### config.mk
export PLATFORM = sky130hd
export DESIGN_NAME = mbist_fail_log
export DESIGN_NICKNAME = d
export VERILOG_FILES = /design/src/rtl/mbist_fail_log.sv
export SDC_FILE = /design/constraint.sdc
export NUM_CORES = 1
export LEC_CHECK = 0
export ABC_AREA = 0
export CAP_MARGIN = 20
export CORE_ASPECT_RATIO = 1.25
export CORE_MARGIN = 5
export CORE_UTILIZATION = 40
export DETAILED_ROUTE_END_ITERATION = 8
export GPL_TIMING_DRIVEN = 0
export SETUP_SLACK_MARGIN = 0.05
export SYNTH_ARGS = -nofsm -noshare
export SYNTH_HDL_FRONTEND = slang
export SYNTH_SLANG_ARGS = --single-unit
### constraint.sdc
create_clock -name clk -period 2.33 [get_ports clk]
set_input_delay 0.3495 -clock clk [delete_from_list [all_inputs] [get_ports clk]]
set_output_delay 0.3495 -clock clk [all_outputs]
set_load 0.1 [all_outputs]
### src/rtl/mbist_fail_log.sv
// mbist_fail_log: captures the first DEPTH MBIST failing addresses and streams them out after bist_done.
// Define MBIST_FAIL_LOG_ELEM_EN to also log the march element index (rd_elem).
module mbist_fail_log #(
    parameter int ADDR  = 8,
    parameter int DEPTH = 4,
    parameter int CNT_W = 8
) (
    input  logic             clk,
    input  logic             rst_n,
    input  logic             mode,
    input  logic             fault_flag,
    input  logic [ADDR-1:0]  addr,
    input  logic             addr_done,
    input  logic             bist_done,
    input  logic             rd_ready,
    output logic             rd_valid,
    output logic [ADDR-1:0]  rd_addr,
    output logic [CNT_W-1:0] fail_cnt,
    output logic             overflow,
    output logic             log_done,
    output logic             pass
`ifdef MBIST_FAIL_LOG_ELEM_EN
    ,
    output logic [2:0]       rd_elem
`endif
);
    localparam int PW = $clog2(DEPTH);

    typedef enum logic [1:0] {IDLE, CAPTURE, REPORT} state_t;

    state_t          state, nxt;
    logic [PW:0]     wr_ptr, rd_ptr;
    logic [ADDR-1:0] addr_d;
    logic [ADDR-1:0] log_mem [DEPTH];
    logic            cap, full, wr_en, rd_en;

    always_ff @(posedge clk or negedge rst_n)
        if (!rst_n) state <= IDLE;
        else        state <= nxt;

    always_comb
        nxt = !mode ? IDLE :
              state == IDLE ? CAPTURE :
              (state == CAPTURE && bist_done) ? REPORT : state;

    // fault_flag refers to the previous address, so captures use addr_d; dropping mode wins over a fault
    always_comb begin
        cap      = state == CAPTURE && mode && fault_flag;
        full     = wr_ptr == (PW+1)'(DEPTH);
        wr_en    = cap && !full;
        rd_valid = state == REPORT && rd_ptr != wr_ptr;
        rd_en    = rd_valid && rd_ready;
        rd_addr  = rd_valid ? log_mem[rd_ptr[PW-1:0]] : '0;
        log_done = state == REPORT && !rd_valid;
        pass     = state == REPORT && fail_cnt == '0;
    end

    always_ff @(posedge clk or negedge rst_n)
        if (!rst_n) addr_d <= '0;
        else        addr_d <= addr;

    always_ff @(posedge clk or negedge rst_n)
        if (!rst_n) begin
            wr_ptr   <= '0;
            rd_ptr   <= '0;
            fail_cnt <= '0;
            overflow <= 1'b0;
        end else if (!mode) begin
            wr_ptr   <= '0;
            rd_ptr   <= '0;
            fail_cnt <= '0;
            overflow <= 1'b0;
        end else begin
            if (wr_en)               wr_ptr   <= wr_ptr + 1'b1;
            if (rd_en)               rd_ptr   <= rd_ptr + 1'b1;
            if (cap && full)         overflow <= 1'b1;
            if (cap && !(&fail_cnt)) fail_cnt <= fail_cnt + 1'b1;
        end

    always_ff @(posedge clk)
        if (wr_en) log_mem[wr_ptr[PW-1:0]] <= addr_d;

`ifdef MBIST_FAIL_LOG_ELEM_EN
    logic [2:0] elem, elem_d;
    logic [2:0] elem_mem [DEPTH];

    always_ff @(posedge clk or negedge rst_n)
        if (!rst_n) begin
            elem   <= '0;
            elem_d <= '0;
        end else begin
            elem_d <= elem;
            if (!mode)                                         elem <= '0;
            else if (state == CAPTURE && addr_done && elem != 3'd7) elem <= elem + 1'b1;
        end

    always_ff @(posedge clk)
        if (wr_en) elem_mem[wr_ptr[PW-1:0]] <= elem_d;

    assign rd_elem = rd_valid ? elem_mem[rd_ptr[PW-1:0]] : '0;
`else
    logic unused_addr_done;
    assign unused_addr_done = addr_done;
`endif
endmodule

==> results of run 1 <==
[what timing repair did]
item	in CTS	in global routing
pin swaps	1	0
gates cloned	0	0
endpoints found under the setup margin	14	14
hold buffers	0	0
resized for setup	81	29
setup buffers	2	1
[worst paths after layout]
path | slack [ns] | endpoint | depth (start not counted) | startpoint
setup / recovery | 0.03 | pass | 6 | fail_cnt[0]$_DFFE_PN0P_
hold / removal | 0.32 | addr_d[4]$_DFF_PN0_ | 1 | rst_n
setup reg to reg | 0.26 | log_mem[3][1]$_DFFE_PP_ | 4 | wr_ptr[0]$_DFFE_PN0P_
hold reg to reg | 0.50 | log_mem[3][0]$_DFFE_PP_ | 0 | addr_d[0]$_DFF_PN0_
max in group asynchronous | 1.54 | fail_cnt[0]$_DFFE_PN0P_ | 2 | rst_n
min in group clk | 0.46 | addr_d[7]$_DFF_PN0_ | 1 | addr[7]
[sequential cells by signal, summed over array words and instances (netlist names)]
name,cells
log_mem,32
addr_d,8
fail_cnt,8
rd_ptr,3
wr_ptr,3
state,2
overflow,1
[cells by family (layout without fill, tap and decap cells)]
group                      Yosys count  count (layout)  synth area share (%)
adders and majority gates            7               7                  3.64
and+or+nand+nor                     50              50                  11.1
DFF                                 57              57                  65.9
muxes                               11              11                  8.73
xor gates and xnor gates             6               6                  2.18
AOI/OAI and AO/OA                   21              21                  6.13
buffers and inverters               14              67                  2.29
[through the flow]
| stage | area (um2) | total power, uW | setup TNS (ns) |
|---|---|---|---|
| floorplan | 2430 | 1210 | -4.01 |
| global placement | 2850 | 1260 | -7.58 |
| finish | 3180 | 2040 | 0 |
| CTS | 3080 | 2070 | 0 |
| detailed placement | 2870 | 1280 | -8.69 |
| global route | 3180 | 2130 | -0.0690 |
[per-layer routing]
layer / GRT usage, % / vias up
met2: 22.0 / 50
met1: 17.4 / 766
li1: - / 708
met3: 3.53 / 13
met5: 0 / -
met4: 9.39 / 0
[power breakdown]
group,total (uW),internal (uW),switching (uW)
combinational,163,66.2,96.4
clock,773,411,361
sequential,1100,1090,16.1
total,2040,1570,474
[worst max-delay path, stage by stage, from the launching register on]
cell	delay, ns
dfrtp_4	0.49
inv_2	0.06
ha_1	0.14
nand2b_1	0.08
or4_4	0.44
nor4_4	0.16
buf_6	0.26
[final cells by class]
class	instances	share of cell area (%)
clock inverters	3	0.550
plain buffers	5	1.30
flip-flops and latches	57	50.1
well taps	66	2.59
repair buffers	37	13.7
inverters	9	1.06
multi-input cells	95	26.1
clock buffers	13	4.68
[synthesized netlist by cell type (3+ instances only)]
cell | instances | area share [%]
o21ai_0 | 4 | 0.83
xnor2_1 | 5 | 1.8
a21oi_1 | 5 | 1.0
ha_1 | 7 | 3.6
mux4_2 | 8 | 7.5
dfrtp_1 | 25 | 26
clkbuf_1 | 3 | 0.47
a31oi_1 | 3 | 0.78
edfxtp_1 | 32 | 40
nand3_1 | 4 | 0.83
nor3_1 | 3 | 0.62
nor2_1 | 12 | 1.9
and2_1 | 4 | 1.0
nand2_1 | 6 | 0.94
nor2b_1 | 9 | 2.3
inv_1 | 8 | 1.2
mux2i_1 | 3 | 1.2
==> results.tsv, run 1 <==
stage	metric	value	unit
cells_and_area	postLayoutCoreUtil	54.7	%
power	power_leakage	0.00126	uW
cts	root_buffer	clkbuf_8	
detailed_routing	vias_per_cell	5.39	
cts	clock_latency	0.33	ns
cells_and_area	syn_to_final_growth	32.3	%
global_routing	antenna_found_initial	0	
timing	setup_viol	0	
global_routing	grt_usage	14.2	%
timing	fmax	434	MHz
cts	cts.path.max_buffers	2	
floorplanning	start_util	41.4	%
floorplanning	die_h	96.7	um
synth	synth_edf_count	32	
synth	synth.avg_cell_area	14.5	um2
critical_path	worstSetupStartpointType	flop	
synth	netlist_instances	166	
timing	layout_min_cycle_time	2.30	ns
floorplanning	rows	31	
detailed_routing	routed_wl	4890	um
place	dp_hpwl	3320	um
cells_and_area	drive_gt1_share	26.0	%
job	max_cap_violations	0	
timing	slew_viol_final	0	
global_routing	grt_pass1_wl	8110	um
cts	htree_num_levels	3	
timing	finalHoldViolCount	0	
cells_and_area	nFillCells	485	
cells_and_area	finalNonFillerCells	285	
synth	synth-seq-area-share	65.9	%
status	outcome	finished clean	
global_routing	grt_max_degree	20	
detailed_routing	via_count	1537	
cells_and_area	final_cell_mix	edfxtp_1, dfrtp_1, clkdlybuf4s50_1	
critical_path	required	1.98	ns
synth	mappedNetlistNets	188	
timing	min_period_over_period	98.8	%
synth	ys_types	37	
detailed_routing	highest_layer	met4	
detailed_routing	drt_pass1_iterations	4	
floorplanning	core	0.00582	mm2
cells_and_area	nNetsFinal	236	
power	irDropWorstVdd	331	uV
timing	tightest_slew	0.974	ns
timing	setup_ws	0.0285	ns
cells_and_area	regArea	0.00160	mm2
place	pre_cts_slack	-0.659	ns
cells_and_area	diodes	0	
place	dp.cells	266	
floorplanning	pin_count	35	
synth	ys_ff_latch	57	
critical_path	critPathKind	reg2out	
critical_path	cp_max_fo	3	
timing	slew_headroom	34.8	%
detailed_routing	ant_nets	0	
cells_and_area	multiInputGateArea	830	um2
global_routing	grt_pass1_vias	1628	
worst_hold_path	hold_path_class	in2async	
synth	yosysWarnings	0	
detailed_routing	wl_met1	2060	um
detailed_routing	wl_met2	2470	um
timing	rsz0062_at_grt	yes	
critical_path	cp-end-kind	primary output	
synth	syn-cell-area	0.00241	mm2
cts	cts_tree	built	
detailed_routing	routedWlPerCell	17.2	um
critical_path	cp_data_arrival_time	1.95	ns
cells_and_area	final_common_cell	edfxtp_1	
detailed_routing	drcViolationCount	0	
power	power_density	641	mW/mm2
place	io_buffers	33	
detailed_routing	drt_iter0_drc	146	
cts	cts_buffers	9	
detailed_routing	met3_length	232	um
synth	async_reset_ff_share	43.9	%
global_routing	grt-ovfl-total	0	
cts	clk_pin_slew	0.06	ns
floorplanning	die_w	79.4	um
timing	clock_skew	0.00719	ns
cts	clock_sinks	57	
timing	hold-worst-slack	0.324	ns
synth	ys.flop_type	edfxtp_1	
place	place.gp.congestion	0.894	
floorplanning	die_area	0.00768	mm2
Note: power is estimated with default switching activity, not from simulation.
==> run 2, diff against run 1 <==
--- a/config.mk
+++ b/config.mk
@@ -6,6 +6,7 @@
 export NUM_CORES = 1
 export LEC_CHECK = 0
 export ABC_AREA = 0
+export ABC_CLOCK_PERIOD_IN_PS = 2330
 export CAP_MARGIN = 20
 export CORE_ASPECT_RATIO = 1.25
 export CORE_MARGIN = 5
@@ -13,6 +14,7 @@
 export DETAILED_ROUTE_END_ITERATION = 8
 export GPL_TIMING_DRIVEN = 0
 export SETUP_SLACK_MARGIN = 0.05
+export SLEW_MARGIN = 0
 export SYNTH_ARGS = -nofsm -noshare
 export SYNTH_HDL_FRONTEND = slang
 export SYNTH_SLANG_ARGS = --single-unit
==> results of run 2 <==
No change in the layout: final DEF, timing and power equal those of run 1.
==> variant, RTL diff (config.mk and constraints of run 1) <==
The 3 states of `state_t` get a one-hot encoding in 3 bits.
--- a/src/rtl/mbist_fail_log.sv
+++ b/src/rtl/mbist_fail_log.sv
@@ -26,7 +26,7 @@
 );
     localparam int PW = $clog2(DEPTH);
 
-    typedef enum logic [1:0] {IDLE, CAPTURE, REPORT} state_t;
+    typedef enum logic [2:0] {IDLE = 3'b001, CAPTURE = 3'b010, REPORT = 3'b100} state_t;
 
     state_t          state, nxt;
     logic [PW:0]     wr_ptr, rd_ptr;
Formal check against the unedited RTL: same outputs for any inputs over 10 cycles, from zero or initial values and one cycle with rst_n low; not proved beyond that.
==> variant against run 1 <==
  * Cell area increased by 3.1%
  * Power increased by 3.2%
  * Combinational power decreased by 37%
  * Register-to-register slack improved by 0.08 ns
  * Synthesized cell count increased by 5.4%
  * Area after synthesis increased by 2.9%
  * Clock skew increased by 0.00072 ns
  * Worst setup slack improved by 0.076 ns
  * Sequential share of layout area decreased by 0.96 points
  * Routed wire length decreased by 2.0%
  * Sequential cell count increased by 1
  * Critical path type unchanged
  * Highest routed layer unchanged
==> variant: results (changes against run 1) <==
* GRT Resource Usage Total at 14.1% (-0.14 points)
* Register area share after synthesis at 65.1% (-0.80 points)
* Wire length on met2 at 2460 um (-0.49%)
* Largest stage delay on the critical path at 1.15 ns (+0.66 ns)
* M1 wire length at 2010 um (-2.3%)
* Post-synthesis adder-cell area fraction at 3.54% (-0.10 points)
* Met2 GRT Util at 23.3% (+1.4 points)
* Reg2reg path depth at 5 (+1)
* Postcts setup bufs at 0 (-2)
* Slowest cell on the critical path: clkdlybuf4s50_1
* Final Skew at 0.00791 ns (+0.000718 ns)
* Largest net degree at the start of global routing at 17 (-15%)
* Ys async rst share at 44.8% (+0.97 points)
* Sw frac at 21.0% (-2.3 points)
* Leak pwr at 1.29 nW (+2.5%)
* CP delay by family, top: buffers and inverters
* Filler instances at 526 (+8.5%)
* R2r startpoint: wr_ptr[1]
* CP Data Arrival Time at 1.88 ns (-0.07 ns)
* Rel. slew slack at 34.7% (-0.12 points)
* Synthesized net count at 197 (+4.8%)
* Share of cells above drive strength 1 at 27.3% (+1.3 points)
* Outcome: complete, no violations
* Largest vdd supply drop at 0.000332 V (+0.21%)
* Vias in the first global route at 1608 (-1.2%)
* Sequential share of power at 53.2% (-0.9 points)
* Gp weighted congestion at 0.737 (-18%)
-- variant: changes by cell type in the layout (fill, tap and decap cells not counted), sizes merged, moves of 2 or more --
cell	before	now
nor4	1	3
nor4b	0	2
nor2b	9	1
nand2	6	13
xor2	1	3
nor2	12	10
or3	2	0
dlygate4sd2	3	6
and2	4	9
inv	9	12
xnor2	5	2
dlymetal6s2s	3	1
-- variant: area by class of cell --
cell class / count / share of cell area, %
clock buffers: 12 / 4.42
well taps: 85 / 3.24
plain buffers: 6 / 1.49
inverters: 12 / 1.37
clock inverters: 4 / 1.30
repair buffers: 36 / 11.5
multi-input cells: 99 / 27.5
flip-flops and latches: 58 / 49.1
-- variant: cell families after synthesis --
| kind of cell | count (synthesis) |
|---|---|
| DFF | 58 |
| xor gates and xnor gates | 5 |
| buffers and inverters | 18 |
| and+or+nand+nor | 53 |
| adders and majority gates | 7 |
| muxes | 11 |
| AOI/OAI and AO/OA | 23 |
-- variant: metrics by stage --
stage / setup WS [ns] / setup TNS, ns / cells / instance area [um2] / total power (W)
2_1_floorplan: -0.445 / -0.445 / 175 / 2530 / 0.00118
3_3_place_gp: -0.783 / -17.50 / 293 / 2960 / 0.00123
3_5_place_dp: -0.717 / -11.28 / 295 / 3010 / 0.00124
4_1_cts: 0.0518 / 0 / 311 / 3210 / 0.00212
5_1_grt: 0.0478 / 0 / 312 / 3280 / 0.00219
6_report: 0.105 / 0 / 312 / 3280 / 0.00210
-- variant: final timing paths --
kind / slack (ns) / end
worst min register to register: 0.50 / log_mem[2][1]
min in group clk: 0.44 / addr_d[4]
worst min-delay path: 0.39 / fail_cnt[5]
worst max register to register: 0.34 / log_mem[1][1]
worst max-delay path: 0.10 / fail_cnt[0]
max in group asynchronous: 1.36 / state[0]
